[config.mk]
export PLATFORM = sky130hd
export DESIGN_NAME = shift_rows_unit
export DESIGN_NICKNAME = d
export VERILOG_FILES = /design/src/rtl/shift_rows_unit.sv
export SDC_FILE = /design/constraint.sdc
export NUM_CORES = 1
export LEC_CHECK = 0
export BUFFER_PORTS_ARGS = -buffer_cell sky130_fd_sc_hd__buf_4
export CORE_ASPECT_RATIO = 1.4
export CORE_MARGIN = 10
export CORE_UTILIZATION = 45
export CTS_CLUSTER_DIAMETER = 60
export DETAILED_ROUTE_END_ITERATION = 6
export PLACE_DENSITY = 0.8
export REMOVE_ABC_BUFFERS = 1
export SLEW_MARGIN = 15
export SYNTH_ARGS = -nofsm -noshare
export SYNTH_HDL_FRONTEND = slang
export SYNTH_SLANG_ARGS = --single-unit
[constraint.sdc]
create_clock -name clk -period 13.9 [get_ports clk]
set_input_delay 0.695 -clock clk [delete_from_list [all_inputs] [get_ports clk]]
set_output_delay 0.695 -clock clk [all_outputs]
set_load 0.02 [all_outputs]
[src/rtl/shift_rows_unit.sv]
// Buffered forward/inverse AES ShiftRows stage with a DEPTH-entry output FIFO.
// Optional accepted-block counter port blk_count is enabled by SHIFT_ROWS_COUNT_EN.
module shift_rows_unit #(
   parameter int unsigned NB    = 4,
   parameter int unsigned DEPTH = 2
) (
   input  logic              clk,
   input  logic              rst,
   input  logic              in_valid,
   output logic              in_ready,
   input  logic              in_inverse,
   input  logic [0:32*NB-1]  in_state,
   output logic              out_valid,
   input  logic              out_ready,
   output logic [0:32*NB-1]  out_state,
   output logic              out_inverse
`ifdef SHIFT_ROWS_COUNT_EN
   ,
   output logic [31:0]       blk_count
`endif
);

   localparam int unsigned W  = 32 * NB;
   localparam int unsigned PW = $clog2(DEPTH);
   localparam int unsigned CW = PW + 1;

   logic [0:W-1]  perm;
   logic [0:W-1]  mem_state [DEPTH];
   logic          mem_inv   [DEPTH];
   logic [PW-1:0] wr_ptr;
   logic [PW-1:0] rd_ptr;
   logic [CW-1:0] count;
   logic          accept;
   logic          pop;

   // Row r rotates by s_r columns; 256-bit states use the {0,1,3,4} offsets.
   for (genvar r = 0; r < 4; r++) begin : g_row
      localparam int unsigned SH = (NB == 8 && r >= 2) ? r + 1 : r;
      for (genvar c = 0; c < NB; c++) begin : g_col
         localparam int unsigned DST = (r * NB + c) * 8;
         localparam int unsigned FSRC = (r * NB + (c + SH) % NB) * 8;
         localparam int unsigned ISRC = (r * NB + (c + NB - SH) % NB) * 8;
         assign perm[DST +: 8] = in_inverse ? in_state[ISRC +: 8] : in_state[FSRC +: 8];
      end
   end

   assign in_ready    = (count != CW'(DEPTH));
   assign out_valid   = (count != CW'(0));
   assign accept      = in_valid && in_ready;
   assign pop         = out_valid && out_ready;
   assign out_state   = mem_state[rd_ptr];
   assign out_inverse = mem_inv[rd_ptr];

   // Pointer and occupancy tracking; a simultaneous accept and pop leaves count unchanged.
   always_ff @(posedge clk) begin
      if (rst) begin
         wr_ptr <= '0;
         rd_ptr <= '0;
         count  <= '0;
      end else begin
         if (accept) wr_ptr <= wr_ptr + PW'(1);
         if (pop)    rd_ptr <= rd_ptr + PW'(1);
         case ({accept, pop})
            2'b10:   count <= count + CW'(1);
            2'b01:   count <= count - CW'(1);
            default: count <= count;
         endcase
      end
   end

   // Storage is intentionally not reset.
   always_ff @(posedge clk) begin
      if (accept && !rst) begin
         mem_state[wr_ptr] <= perm;
         mem_inv[wr_ptr]   <= in_inverse;
      end
   end

`ifdef SHIFT_ROWS_COUNT_EN
   always_ff @(posedge clk) begin
      if (rst)         blk_count <= '0;
      else if (accept) blk_count <= blk_count + 32'd1;
   end
`endif

endmodule

==> results by group <==
Place
  • Worst slack, placed: 10810 ps
  • Cells after DPL: 1046
  • DP HPWL: 15.2 mm
  • Placer Congestion: between 0.7 and 0.8
  • Port buffer count: 263

Timing
  • Final hold viol count: 0
  • Max Clk Rate: 279 MHz
  • Post-route setup slack: 10320 ps
  • Fin crit share: 25.8%
  • RSZ-0062 raised after global routing: false
  • Final-report setup violation count: 0
  • Final slew viol count: 0
  • Worst Skew: 6.79 ps
  • Worst Tran Pin Value: roughly 1000 ps
  • Final period demand of the worst path: 3580 ps
  • Max_slew headroom: 31.2%
  • Setup Total Neg Slack: 0 ps

Hold path
  • HP Start: in_state[66]
  • Hold depth: 1
  • HP Class: in2reg

Global routing
  • Total track usage: 14.0%
  • Grt ovf: 0
  • Antenna violations before repair: 2
  • Global-route wire length before repair: roughly 32 mm
  • Largest net degree at the start of global routing: 75
  • Vias in the first global route: 5790

Cells and area
  • Syn-to-layout area delta: 29.6%
  • Non-filler cells in the finished layout: 1092
  • Fin nets: 906
  • Share of layout cells above drive strength 1: 50.7%

Floorplanning
  • Die width: about 150 microns
  • Die area: slightly below 30000 sq um
  • Core area: between 20000 and 25000 sq um
  • I/O pin cnt: 264
  • Die Span Y: 199 microns
  • Starting Density: 45.6%
  • Num rows: 65

Logic synthesis
  • Top cell type's share of synthesized area: 75.4%
  • Post-synthesis cell count: ~500
  • Post-synth cell types: 20
  • Top-count cell post-synth: edfxtp_1
  • Syn Area/Cell: 20.6 sq um
  • Post-synth EDFFs: 258
  • Post-synth ARST share: 0%
  • Register bit count reported by yosys: 263
  • Post-Syn Area: around 10000 sq um
  • Seq/Total Area, Yosys: 76.3%
  • Total number of yosys warnings: 0
  • Yosys top cell by area: edfxtp_1
  • Synth top area cells: edfxtp_1 (75%), mux2_1 (11%), mux2_2 (10%), dfxtp_1 (0.97%), buf_4 (0.80%)
  • Top cells by count, synth: edfxtp_1 (258), mux2_1 (100), mux2_2 (93), buf_4 (11), buf_2 (10)
  • Dominant synthesized flop cell: edfxtp_1

Drt
  • Via density: around 4.9
  • Vias: 5404
  • 1st-pass router iterations: 4
  • Final WL: 21.8 mm
  • Initial DRC Count: 261
  • Drc violations: 0
  • Antenna Nets Post-Route: 0
  • WL/cell: 19.9 microns

Worst setup path
  • Crit-path max FO: 74
  • CP cell instances: buf_4 > mux2_1 > buf_4
  • Critical path required time: roughly 13000 ps
  • Most used cell, CP: buf_4
  • CP max-delay cell: buf_4
  • Launch point of the worst reg-to-reg path: count[0]
  • CP Capture Type: output pin
  • Crit. path cell count: 3
  • Crit Path Class: reg2out
  • Worst r2r dst: mem_state[1][60]
  • Largest stage delay, worst path: 860 ps
  • Reg2reg setup slack: ~11000 ps
  • Critical path endpoint: out_state[42]
  • Startpoint Class: register
  • WP buf/inv: 2
  • Worst path arrival time: approximately 2900 ps
  • CP top delay family: buffers and inverters
  • R2R depth: 6

Power and ir drop
  • P per Cell Area: about 170 nW/um^2
  • Leakage: approximately 4.9 nW
  • Max IR drop VDD: 139 uV

Clock network
  • Worst-path clk slew: 60 ps
  • Hold_buf cts: 0
  • CTS HTree Levels: 1
  • Worst skew pair latency: 510 ps
  • CTS buffer count: 25
  • Clock Tree Root: clkbuf_16
  • CTS tree: yes
  • Post-CTS sizing: 0
  • Clk buf depth: 3
  • Clk sink count: 263
  • Post-CTS setup buffer count: 0

Run
  • Maxcap violations: 0

Run status
  • Outcome: complete, no violations
-- routing by layer --
layer / vias up / global-route usage, % / wire [microns]
met5: - / 0 / 0
met4: 0 / 4.71 / 629
met3: 38 / 5.50 / 2000
met2: 180 / 25.9 / 11800
met1: 2673 / 13.9 / 7340
li1: 2513 / - / -
-- worst reg2reg max path: cells and delay by family, from the launching register on --
kind	cells	cell delay (ps)
buf+inv	3	1580
flops	1	410
simple gates	3	380
-- metrics by stage --
step / hold slack (ps) / util [%] / total power [mW] / instance area (sq um)
2_1_floorplan: 461 / - / 1.37 / 10100
3_3_place_gp: 487 / 55.7 / 1.61 / 12500
3_5_place_dp: 502 / 55.7 / 1.62 / 12500
4_1_cts: 343 / 59.1 / 2.26 / 13300
5_1_grt: 343 / 59.1 / 2.32 / 13300
6_report: 367 / 59.1 / 2.23 / 13300
-- registers in the layout (all words and copies together) (netlist names), named ones only --
register / flops
count: 2
wr_ptr: 1
mem_inv: 2
rd_ptr: 1
mem_state: 256
-- cell usage in the layout, fill, tap and decap left out --
cell type,count
a21oi_1,2
buf_4,268
bufinv_16,1
clkbuf_1,5
clkbuf_16,25
clkbuf_8,3
clkinv_1,4
clkinv_2,5
dfxtp_1,4
dfxtp_4,1
diode_2,2
edfxtp_1,258
ha_1,1
inv_1,2
inv_6,1
mux2_1,100
mux2_2,93
nand2_1,1
nor2_1,3
nor2b_1,1
nor3_2,1
nor3b_2,1
o21a_1,1
o21ai_0,2
or2_2,1
or3_1,2
xnor2_1,2
xor2_1,1
-- layout make-up --
cell class / instances / area, sq um
multi-input combinational: 212 / 2300
inverter: 2 / 7.51
clock inverter: 11 / 78.8
timing repair buffer: 268 / 2010
tap: 301 / 377
antenna: 2 / 5.00
clock buffer: 33 / 686
fill: 1689 / 9210
sequential: 263 / 7850
-- kinds of logic after synthesis --
group                    Yosys count  synth area share [%]
XOR/XNOR                           3                 0.256
multiplexers                     193                  21.1
AND/OR/NAND/NOR                   10                 0.511
AO/OA/AOI/OAI                      5                 0.268
flip-flops                       263                  76.3
buffers and inverters             23                  1.36
adder cells (fa/ha/maj)            1                 0.122
-- worst min-delay path by stage --
stage / endpoint / slack (ps)
finish: mem_state[1][45] / 370
floorplan: wr_ptr / 460
detailed placement: register / 500
global route: mem_state[0][96] / 340
global placement: wr_ptr / 490
CTS: mem_state[0][59] / 340
-- power breakdown --
part | total [mW] | internal (mW) | leakage [nW] | switching (mW)
Combinational | 0.608 | 0.276 | 2.09 | 0.332
Clock | 0.629 | 0.364 | 0.380 | 0.265
Sequential | 0.991 | 0.951 | 2.41 | 0.0398
(Power assumes the default switching activity.)
